<file path="config.mk">
export PLATFORM = sky130hd
export DESIGN_NAME = div_arbiter_flat
export DESIGN_NICKNAME = d
export VERILOG_FILES = /design/src/rtl/div_arbiter_if.sv /design/src/rtl/div_arbiter.sv /design/src/flat_wrapper.sv
export SDC_FILE = /design/constraint.sdc
export NUM_CORES = 1
export LEC_CHECK = 0
export CAP_MARGIN = 20
export CORE_AREA = 2 2 157 159
export DETAILED_ROUTE_END_ITERATION = 7
export DIE_AREA = 0 0 159 161
export GPL_TIMING_DRIVEN = 0
export HOLD_SLACK_MARGIN = 0.03
export PLACE_DENSITY = 0.74
export SYNTH_ARGS = -nofsm -noshare
export SYNTH_HDL_FRONTEND = slang
export SYNTH_SLANG_ARGS = --single-unit
</file>
<file path="constraint.sdc">
create_clock -name clk -period 9.8 [get_ports clk]
set_clock_uncertainty 0.15 [all_clocks]
set_input_delay 0.98 -clock clk [delete_from_list [all_inputs] [get_ports clk]]
set_output_delay 0.98 -clock clk [all_outputs]
set_load 0.03 [all_outputs]
</file>
<file path="src/rtl/div_arbiter_if.sv">
// Lane/divider bundle for the shared divider arbiter.
// slave = arbiter side, master = lanes plus divider side.
interface div_arbiter_if #(
    parameter int DATA_WIDTH = 32,
    parameter int NUM_REQ    = 4
);
    logic [NUM_REQ-1:0]            req_valid;
    logic [NUM_REQ-1:0]            req_float;
    logic [NUM_REQ*DATA_WIDTH-1:0] req_a;
    logic [NUM_REQ*DATA_WIDTH-1:0] req_b;
    logic [NUM_REQ-1:0]            req_ready;
    logic [NUM_REQ-1:0]            resp_valid;
    logic [DATA_WIDTH-1:0]         resp_data;
    logic                          resp_err;
    logic                          div_start;
    logic                          div_float;
    logic [DATA_WIDTH-1:0]         div_a;
    logic [DATA_WIDTH-1:0]         div_b;
    logic                          div_done;
    logic [DATA_WIDTH-1:0]         div_result;
    logic                          busy;

    modport slave (
        input  req_valid, req_float, req_a, req_b, div_done, div_result,
        output req_ready, resp_valid, resp_data, resp_err,
               div_start, div_float, div_a, div_b, busy
    );

    modport master (
        output req_valid, req_float, req_a, req_b, div_done, div_result,
        input  req_ready, resp_valid, resp_data, resp_err,
               div_start, div_float, div_a, div_b, busy
    );
endinterface

</file>
<file path="src/rtl/div_arbiter.sv">
// Round-robin sharing of one iterative divider among NUM_REQ lanes; grant T -> start T+1, done D -> resp D+1.
// Lanes hold req_valid until their one-cycle req_ready; one op in flight, others wait in IDLE arbitration.
module div_arbiter #(
    parameter int DATA_WIDTH = 32,
    parameter int NUM_REQ    = 4,
    parameter int TIMEOUT    = 64
) (
    input  logic          clk,
    input  logic          rst_n,
    div_arbiter_if.slave  bus
);
    localparam int IDX_W = $clog2(NUM_REQ);
    localparam int WD_W  = $clog2(TIMEOUT) + 1;

    typedef enum logic [1:0] {
        ST_IDLE  = 2'd0,
        ST_ISSUE = 2'd1,
        ST_WAIT  = 2'd2,
        ST_RESP  = 2'd3
    } state_t;

    state_t                state_q,      state_d;
    logic [IDX_W-1:0]      rr_ptr_q,     rr_ptr_d;
    logic [IDX_W-1:0]      gnt_idx_q,    gnt_idx_d;
    logic [WD_W-1:0]       wd_q,         wd_d;
    logic [DATA_WIDTH-1:0] div_a_q,      div_a_d;
    logic [DATA_WIDTH-1:0] div_b_q,      div_b_d;
    logic                  div_float_q,  div_float_d;
    logic                  div_start_q,  div_start_d;
    logic [NUM_REQ-1:0]    resp_valid_q, resp_valid_d;
    logic [DATA_WIDTH-1:0] resp_data_q,  resp_data_d;
    logic                  resp_err_q,   resp_err_d;

    logic [DATA_WIDTH-1:0] a_arr [NUM_REQ];
    logic [DATA_WIDTH-1:0] b_arr [NUM_REQ];
    logic                  any_req;
    logic [IDX_W-1:0]      pick_idx;
    logic [IDX_W:0]        cand;
    logic                  grant_now;

    always_comb begin
        for (int i = 0; i < NUM_REQ; i++) begin
            a_arr[i] = bus.req_a[i*DATA_WIDTH +: DATA_WIDTH];
            b_arr[i] = bus.req_b[i*DATA_WIDTH +: DATA_WIDTH];
        end
    end

    // First requesting lane at or after rr_ptr, wrapping at NUM_REQ.
    always_comb begin
        any_req  = 1'b0;
        pick_idx = '0;
        cand     = '0;
        for (int i = 0; i < NUM_REQ; i++) begin
            cand = {1'b0, rr_ptr_q} + (IDX_W+1)'(i);
            if (cand >= (IDX_W+1)'(NUM_REQ)) begin
                cand = cand - (IDX_W+1)'(NUM_REQ);
            end
            if (!any_req && bus.req_valid[cand[IDX_W-1:0]]) begin
                any_req  = 1'b1;
                pick_idx = cand[IDX_W-1:0];
            end
        end
    end

    // Gated by rst_n so a lane never sees its operands taken while the block is held in reset.
    assign grant_now = rst_n && (state_q == ST_IDLE) && any_req;

    always_comb begin
        bus.req_ready = '0;
        if (grant_now) begin
            bus.req_ready = NUM_REQ'(1) << pick_idx;
        end
    end

    always_comb begin
        state_d      = state_q;
        rr_ptr_d     = rr_ptr_q;
        gnt_idx_d    = gnt_idx_q;
        wd_d         = wd_q;
        div_a_d      = div_a_q;
        div_b_d      = div_b_q;
        div_float_d  = div_float_q;
        div_start_d  = 1'b0;
        resp_valid_d = resp_valid_q;
        resp_data_d  = resp_data_q;
        resp_err_d   = resp_err_q;

        case (state_q)
            ST_IDLE: begin
                if (any_req) begin
                    gnt_idx_d   = pick_idx;
                    div_a_d     = a_arr[pick_idx];
                    div_b_d     = b_arr[pick_idx];
                    div_float_d = bus.req_float[pick_idx];
                    // Integer divide-by-zero never reaches the divider.
                    if (!bus.req_float[pick_idx] && (b_arr[pick_idx] == '0)) begin
                        resp_valid_d = NUM_REQ'(1) << pick_idx;
                        resp_data_d  = '1;
                        resp_err_d   = 1'b0;
                        state_d      = ST_RESP;
                    end else begin
                        div_start_d = 1'b1;
                        state_d     = ST_ISSUE;
                    end
                end
            end
            ST_ISSUE: begin
                wd_d    = '0;
                state_d = ST_WAIT;
            end
            ST_WAIT: begin
                if (bus.div_done) begin
                    resp_valid_d = NUM_REQ'(1) << gnt_idx_q;
                    resp_data_d  = bus.div_result;
                    resp_err_d   = 1'b0;
                    state_d      = ST_RESP;
                end else if (wd_q == WD_W'(TIMEOUT - 1)) begin
                    resp_valid_d = NUM_REQ'(1) << gnt_idx_q;
                    resp_data_d  = '0;
                    resp_err_d   = 1'b1;
                    state_d      = ST_RESP;
                end else begin
                    wd_d = wd_q + WD_W'(1);
                end
            end
            ST_RESP: begin
                resp_valid_d = '0;
                resp_data_d  = '0;
                resp_err_d   = 1'b0;
                rr_ptr_d     = (gnt_idx_q == IDX_W'(NUM_REQ - 1)) ? '0 : gnt_idx_q + IDX_W'(1);
                state_d      = ST_IDLE;
            end
            default: begin
                state_d = ST_IDLE;
            end
        endcase
    end

    always_ff @(posedge clk) begin
        if (!rst_n) begin
            state_q      <= ST_IDLE;
            rr_ptr_q     <= '0;
            gnt_idx_q    <= '0;
            wd_q         <= '0;
            div_a_q      <= '0;
            div_b_q      <= '0;
            div_float_q  <= 1'b0;
            div_start_q  <= 1'b0;
            resp_valid_q <= '0;
            resp_data_q  <= '0;
            resp_err_q   <= 1'b0;
        end else begin
            state_q      <= state_d;
            rr_ptr_q     <= rr_ptr_d;
            gnt_idx_q    <= gnt_idx_d;
            wd_q         <= wd_d;
            div_a_q      <= div_a_d;
            div_b_q      <= div_b_d;
            div_float_q  <= div_float_d;
            div_start_q  <= div_start_d;
            resp_valid_q <= resp_valid_d;
            resp_data_q  <= resp_data_d;
            resp_err_q   <= resp_err_d;
        end
    end

    assign bus.div_start  = div_start_q;
    assign bus.div_float  = div_float_q;
    assign bus.div_a      = div_a_q;
    assign bus.div_b      = div_b_q;
    assign bus.resp_valid = resp_valid_q;
    assign bus.resp_data  = resp_data_q;
    assign bus.resp_err   = resp_err_q;
    assign bus.busy       = (state_q != ST_IDLE);

endmodule

</file>
<file path="src/flat_wrapper.sv">
// flat-port wrapper written by rule: the top's interface ports become plain ports
module div_arbiter_flat 
#(
    parameter int DATA_WIDTH = 32,
    parameter int NUM_REQ    = 4,
    parameter int TIMEOUT    = 64
)
  (clk, rst_n, bus_req_valid, bus_req_float, bus_req_a, bus_req_b, bus_div_done, bus_div_result, bus_req_ready, bus_resp_valid, bus_resp_data, bus_resp_err, bus_div_start, bus_div_float, bus_div_a, bus_div_b, bus_busy);
  div_arbiter_if #(.DATA_WIDTH(DATA_WIDTH), .NUM_REQ(NUM_REQ)) bus_i ();
  input  logic clk;
  input  logic rst_n;
  input wire logic [$bits(bus_i.req_valid)-1:0] bus_req_valid;
  input wire logic [$bits(bus_i.req_float)-1:0] bus_req_float;
  input wire logic [$bits(bus_i.req_a)-1:0] bus_req_a;
  input wire logic [$bits(bus_i.req_b)-1:0] bus_req_b;
  input wire logic [$bits(bus_i.div_done)-1:0] bus_div_done;
  input wire logic [$bits(bus_i.div_result)-1:0] bus_div_result;
  output wire logic [$bits(bus_i.req_ready)-1:0] bus_req_ready;
  output wire logic [$bits(bus_i.resp_valid)-1:0] bus_resp_valid;
  output wire logic [$bits(bus_i.resp_data)-1:0] bus_resp_data;
  output wire logic [$bits(bus_i.resp_err)-1:0] bus_resp_err;
  output wire logic [$bits(bus_i.div_start)-1:0] bus_div_start;
  output wire logic [$bits(bus_i.div_float)-1:0] bus_div_float;
  output wire logic [$bits(bus_i.div_a)-1:0] bus_div_a;
  output wire logic [$bits(bus_i.div_b)-1:0] bus_div_b;
  output wire logic [$bits(bus_i.busy)-1:0] bus_busy;
  assign bus_i.req_valid = bus_req_valid;
  assign bus_i.req_float = bus_req_float;
  assign bus_i.req_a = bus_req_a;
  assign bus_i.req_b = bus_req_b;
  assign bus_i.div_done = bus_div_done;
  assign bus_i.div_result = bus_div_result;
  assign bus_req_ready = bus_i.req_ready;
  assign bus_resp_valid = bus_i.resp_valid;
  assign bus_resp_data = bus_i.resp_data;
  assign bus_resp_err = bus_i.resp_err;
  assign bus_div_start = bus_i.div_start;
  assign bus_div_float = bus_i.div_float;
  assign bus_div_a = bus_i.div_a;
  assign bus_div_b = bus_i.div_b;
  assign bus_busy = bus_i.busy;
  div_arbiter #(.DATA_WIDTH(DATA_WIDTH), .NUM_REQ(NUM_REQ), .TIMEOUT(TIMEOUT)) u_core (.clk(clk), .rst_n(rst_n), .bus(bus_i));
endmodule
</file>
## After elaboration in Yosys (flattened, before gate mapping)

Index checks and enable logic that the tools add are counted.

| word-level totals | value |
|---|---|
| output and inout port bits | 108 |
| register bits after elaboration | 116 |
| bits of input ports | 299 |
| logic and storage cells | 117 |

| operators by class | value |
|---|---|
| $add $sub $neg | 9 |
| magnitude comparators | 10 |
| shifts and indexed selects | 2 |
| bitwise logic cells | 1 |
| equal/unequal tests | 10 |
| reduce and logical (&&, ||, !) cells | 20 |
| multiplexer cells | 54 |

Operator list:

| operator | count |
|---|---|
| 2-to-1 mux 32 bit | 8 |
| binary-select mux 32 bit (select 2 bit) | 2 |
| one-hot mux 32 bit (3 select lines) | 1 |
| zero test 32 bit | 1 |
| 2-to-1 mux 2 bit | 13 |
| 2-to-1 mux 4 bit | 5 |
| less-than comparator 2 x 3 -> 1 bit (second input constant) | 5 |
| 2-to-1 mux 1 bit | 14 |
| 2-to-1 mux 7 bit | 2 |
| one-hot mux 7 bit (2 select lines) | 1 |
| >= comparator 3 bit (second input constant) | 4 |
| one-hot mux 4 bit (3 select lines) | 1 |
| binary-select mux 1 bit (select 2 bit) | 5 |
| one-hot mux 2 bit (4 select lines) | 1 |
| << shifter 1 x 2 -> 4 bit (first input constant) | 2 |
| subtractor 2 x 1 -> 2 bit (second input constant) | 4 |
| adder 7 x 1 -> 7 bit (second input constant) | 1 |
| equality test 7 x 6 -> 1 bit (second input constant) | 1 |
| adder 2 x 2 -> 3 bit (second input constant) | 2 |
| equality test 2 bit (second input constant) | 3 |
| logical AND 1 bit | 6 |
| != test 2 bit (second input constant) | 3 |
| AND reduction 3 bit | 2 |
| zero test 1 bit | 4 |
| 13 further kinds | 15 |

## Depth between registers and ports, before layout

| depth | value |
|---|---|
| word-level depth | 23 |
| gate-level depth with buffers | 14 |
| mapped depth without buffers | 10 |

## Worst setup path before layout

No wires, ideal clock.

| timing path | value |
|---|---|
| kind | input -> output |
| from | in bus_req_valid[2] |
| to | out bus_req_ready[2] |
| required time | 8.670 ns |
| arrival time | 3.209 ns |
| stages on the path | 9 |
| setup slack | 5.461 ns |
| buffers on the path | 5 |
| cells stage by stage | nor2b_1 a211o_2 nand2_1 buf_2 buf_2 buf_2 buf_1 buf_1 nor3_1 |

| on the way | value |
|---|---|
| cells in the longest elaborated chain, start to end | 14 |
| elaborated cells between the ends (all ways) | 25 |
| those cells by class | shift (1); mux (17); reduce/logical (7) |

RTL lines:

| element | line | source |
|---|---|---|
| start: declaration | flat_wrapper.sv:12 | `input wire logic [$bits(bus_i.req_valid)-1:0] bus_req_valid;` |
| binary-select mux 1 bit (select 2 bit) | div_arbiter.sv:58 | `if (!any_req && bus.req_valid[cand[IDX_W-1:0]]) begin` |
| 2-to-1 mux 1 bit (not written as such) | div_arbiter.sv:58 |  |
| 2-to-1 mux 1 bit | div_arbiter.sv:58 |  |
| zero test 1 bit | div_arbiter.sv:58 |  |
| logical AND 1 bit | div_arbiter.sv:58 |  |
| 2-to-1 mux 1 bit | div_arbiter.sv:58 |  |
| zero test 1 bit | div_arbiter.sv:58 |  |
| logical AND 1 bit | div_arbiter.sv:58 |  |
| 2-to-1 mux 1 bit | div_arbiter.sv:58 |  |
| zero test 1 bit | div_arbiter.sv:58 |  |
| logical AND 1 bit | div_arbiter.sv:58 |  |
| 2-to-1 mux 2 bit or 2-to-1 mux 1 bit (tied branches) | div_arbiter.sv:58 |  |
| << shifter 1 x 2 -> 4 bit or logical AND 1 bit (tied branches) | div_arbiter.sv:71, div_arbiter.sv:66 |  |
| 2-to-1 mux 4 bit * | div_arbiter.sv:70 | `if (grant_now) begin` |
| end: declaration | flat_wrapper.sv:18 | `output wire logic [$bits(bus_i.req_ready)-1:0] bus_req_ready;` |

Every way passes the cells marked *; elsewhere a longest branch is shown, timed or not. The select of a mux whose other input is x is not followed.

## Worst setup path in the final report

| timing path | value |
|---|---|
| from | in bus_req_valid[1] |
| to | out bus_req_ready[2] |

Same word-level chain as after synthesis.

==> qor.json <==
{
  "status": {"value": "finished clean"},
  "cts_root_buffer": {"value": "sky130_fd_sc_hd__clkbuf_16"},
  "antenna_cells_inserted": {"value": 0},
  "design.die.area": {"value": 0.0256, "unit": "sq mm"},
  "setup-violations-final": {"value": 0},
  "dr.first_iter.drc_count": {"value": 800},
  "via_count": {"value": 8894},
  "most_instantiated_cells_after_synthesis": {"value": "sky130_fd_sc_hd__nand2_1 (319), sky130_fd_sc_hd__nand3_1 (117), sky130_fd_sc_hd__dfxtp_1 (116)"},
  "routed_via_density": {"value": 5.10},
  "clk_latency": {"value": 410, "unit": "ps"},
  "netlist_top_cells_area": {"value": "sky130_fd_sc_hd__dfxtp_1 (33%), sky130_fd_sc_hd__nand2_1 (17%), sky130_fd_sc_hd__nand3_1 (8.3%)"},
  "pwr_density_cell": {"value": 196, "unit": "mW/mm^2"},
  "area_post_placement": {"value": 0.0116, "unit": "sq mm"},
  "critical_path_arrival": {"value": 5190, "unit": "ps"},
  "cts_sinks": {"value": 116},
  "grt_antenna_before_repair": {"value": 0},
  "ys_warn_count": {"value": 0},
  "most_frequent_cell_after_synthesis": {"value": "sky130_fd_sc_hd__nand2_1"},
  "power.ir.vdd_worst": {"value": 0.0000979, "unit": "V"},
  "placement.io_buffers": {"value": 406},
  "post-route-drc-count": {"value": 0},
  "cp_max_fo": {"value": 10},
  "cts-resized-gates": {"value": 0},
  "rows": {"value": 57},
  "vias_in_the_first_global_route": {"value": 8778},
  "finish.utilization": {"value": 50.6, "unit": "%"},
  "achievable-frequency": {"value": 0.158, "unit": "GHz"},
  "first_pass_iters": {"value": 5},
  "core_area": {"value": 0.0240, "unit": "sq mm"},
  "cts_made_buffers": {"value": 17},
  "syn2layout_area_growth": {"value": 70.9, "unit": "%"},
  "worst_path_largest_cell_delay": {"value": 660, "unit": "ps"},
  "rsz0062_at_grt": {"value": "no"},
  "clk_transition_reported_paths": {"value": 60, "unit": "ps"},
  "setup_slack": {"value": 3480, "unit": "ps"},
  "timing.critical_path.cells": {"value": "clkdlybuf4s50_1 > nor2b_2 > a211o_2 > nand2_1 > buf_2 > buf_2 > buf_2 > buf_1 > buf_1 > nor3_1 > clkdlybuf4s50_1"},
  "worstHoldPathType": {"value": "reg -> reg"},
  "fp.dieW": {"value": 159, "unit": "microns"},
  "grt.overflow.total": {"value": 0},
  "synth_edf_count": {"value": 0},
  "final.period_utilization": {"value": 64.5, "unit": "%"},
  "critPathKind": {"value": "in -> out"},
  "setup.worst_path.start_class": {"value": "primary input"},
  "dpl_worst_slack": {"value": 3490, "unit": "ps"},
  "antenna_violating_nets_post_route": {"value": 0},
  "critical-path-top-cell-by-count": {"value": "sky130_fd_sc_hd__buf_2"},
  "dp_hpwl": {"value": 26.7, "unit": "mm"},
  "timing.critical_path.slowest_stage_cell": {"value": "sky130_fd_sc_hd__buf_1"},
  "synth-seq-area-share": {"value": 32.8, "unit": "%"},
  "postLayoutCellArea": {"value": 0.0121, "unit": "sq mm"},
  "post_syn_area_per_cell": {"value": 7.23, "unit": "sq um"},
  "totalPowerFinal": {"value": 2380, "unit": "uW"},
  "count_of_distinct_cell_types_in_the_synthesized_netlist": {"value": 51},
  "leakage": {"value": 0.00473, "unit": "uW"},
  "worst_slew_pin_slew": {"value": 849, "unit": "ps"},
  "route.final.wire_length": {"value": 33.8, "unit": "mm"},
  "avgRoutedWirePerCell": {"value": 19.4, "unit": "microns"},
  "finalCriticalPeriod": {"value": 6320, "unit": "ps"},
  "synthDominantAreaCellType": {"value": "sky130_fd_sc_hd__dfxtp_1"},
  "hold_viol": {"value": 0},
  "tritoncts": {"value": "yes"},
  "slew_headroom": {"value": 43.4, "unit": "%"},
  "floorplan.initialDensity": {"value": 29.6, "unit": "%"},
  "fin_tns_setup": {"value": 0, "unit": "ps"},
  "layout-drive-gt1-share": {"value": 6.55, "unit": "%"},
  "drv_cap": {"value": 0},
  "synthesis.instances": {"value": 981},
  "critical_path.endpoint_type": {"value": "primary output"},
  "ctsHoldBuffers": {"value": 0},
  "timing_max_transition_violations_final": {"value": 0},
  "setup_fix_bufs_post_cts": {"value": 0},
  "grt_util_all_layers": {"value": 25.6, "unit": "%"},
  "synth_largest_type_area_fraction": {"value": 32.8, "unit": "%"},
  "yosys_register_bits": {"value": 116},
  "final_nets": {"value": 1715},
  "wire_length_of_the_first_global_routing_pass": {"value": 50.7, "unit": "mm"},
  "io_pins": {"value": 407},
  "synthFlopType": {"value": "sky130_fd_sc_hd__dfxtp_1"},
  "gp_routability_congestion": {"value": 0.948},
  "ctsHtreeMaxLevel": {"value": 4},
  "synth_fp_nets": {"value": 1290},
  "worst_ep_required_time": {"value": 8670, "unit": "ps"},
  "cts_max_path_buffers": {"value": 2},
  "synthesized_cell_area": {"value": 0.00709, "unit": "sq mm"},
  "die_h": {"value": 161, "unit": "microns"},
  "grt_start_max_net_pins": {"value": 17},
  "postSynth.asyncResetShare": {"value": 0, "unit": "%"}
}
==> per-stage QoR <==
step / hold slack [ps] / cells
finish: 309 / 1743
global route: 329 / 1743
CTS: 312 / 1743
detailed placement: 304 / 1711
global placement: 294 / 1711
floorplan: 288 / 981
==> report_power, final <==
group          internal [uW]  switching, uW
sequential               590           66.1
clock                    349            242
combinational            471            657
total                   1410            965
==> placed cells by master (no fill, tap or decap), types with 8 or more instances in the layout <==
cell type and count:
sky130_fd_sc_hd__a211oi_1 45, sky130_fd_sc_hd__clkbuf_1 60, sky130_fd_sc_hd__ha_1 10, sky130_fd_sc_hd__clkdlybuf4s50_1 406
sky130_fd_sc_hd__nor2_1 10, sky130_fd_sc_hd__o31ai_1 16, sky130_fd_sc_hd__nand2_1 319, sky130_fd_sc_hd__o22ai_1 8
sky130_fd_sc_hd__buf_1 12, sky130_fd_sc_hd__a31oi_1 9, sky130_fd_sc_hd__and2_1 29, sky130_fd_sc_hd__nand3_1 117
sky130_fd_sc_hd__a21boi_0 40, sky130_fd_sc_hd__a22oi_2 30, sky130_fd_sc_hd__clkbuf_16 17, sky130_fd_sc_hd__dfxtp_1 116
sky130_fd_sc_hd__nor2b_1 8, sky130_fd_sc_hd__and3_1 46, sky130_fd_sc_hd__o21ai_0 24
==> critical path, delay by kind of cell <==
kind	cells	cell delay, ps
AOI/OAI and AO/OA	1	440
buffers and inverters	7	3220
and+or+nand+nor	3	530
==> cell families after synthesis <==
family | after synthesis | share of synthesized area [%]
simple gates | 547 | 34.9
compound gates | 205 | 23.4
flops | 116 | 32.8
buf+inv | 93 | 5.82
fa+ha+maj | 10 | 1.76
mux | 7 | 0.988
xor+xnor | 3 | 0.371
==> sequential cells by signal (all words and copies together) (netlist names) <==
| register | flops |
|---|---|
| u_core.bus.div_a | 32 |
| u_core.bus.div_b | 32 |
| u_core.bus.div_float | 1 |
| u_core.bus.div_start | 1 |
| u_core.bus.resp_data | 32 |
| u_core.bus.resp_err | 1 |
| u_core.bus.resp_valid | 4 |
| u_core.gnt_idx_q | 2 |
| u_core.rr_ptr_q | 2 |
| u_core.state_q | 2 |
| u_core.wd_q | 7 |
==> worst paths after layout <==
path | from | end | slack [ps] | cells after the start
worst max-delay path | bus_req_valid[1] | bus_req_ready[2] | 3480 | 11
worst min-delay path | u_core.bus.resp_data[12] | u_core.bus.resp_data[12] | 310 | 2
worst max register to register | u_core.rr_ptr_q[0] | u_core.bus.resp_data[28] | 5620 | 11
worst min register to register | u_core.bus.resp_data[12] | u_core.bus.resp_data[12] | 310 | 2
==> per-layer routing <==
layer / track usage, % / wire length, microns / vias to the layer above
li1: - / - / 4271
met4: 10.1 / 1120 / 0
met2: 41.8 / 15700 / 390
met5: 0 / 0 / -
met3: 6.32 / 2310 / 78
met1: 32.6 / 14600 / 4155
==> final cells by class <==
class / count / area, sq um
tap: 324 / 405
clock inverter: 15 / 134
buffer: 86 / 387
inverter: 7 / 26.3
multi-input combinational: 772 / 4350
fill: 2371 / 11800
clock buffer: 17 / 425
sequential: 116 / 2320
timing repair buffer: 406 / 4060
No activity file was read; power rests on OpenSTA's default activity.
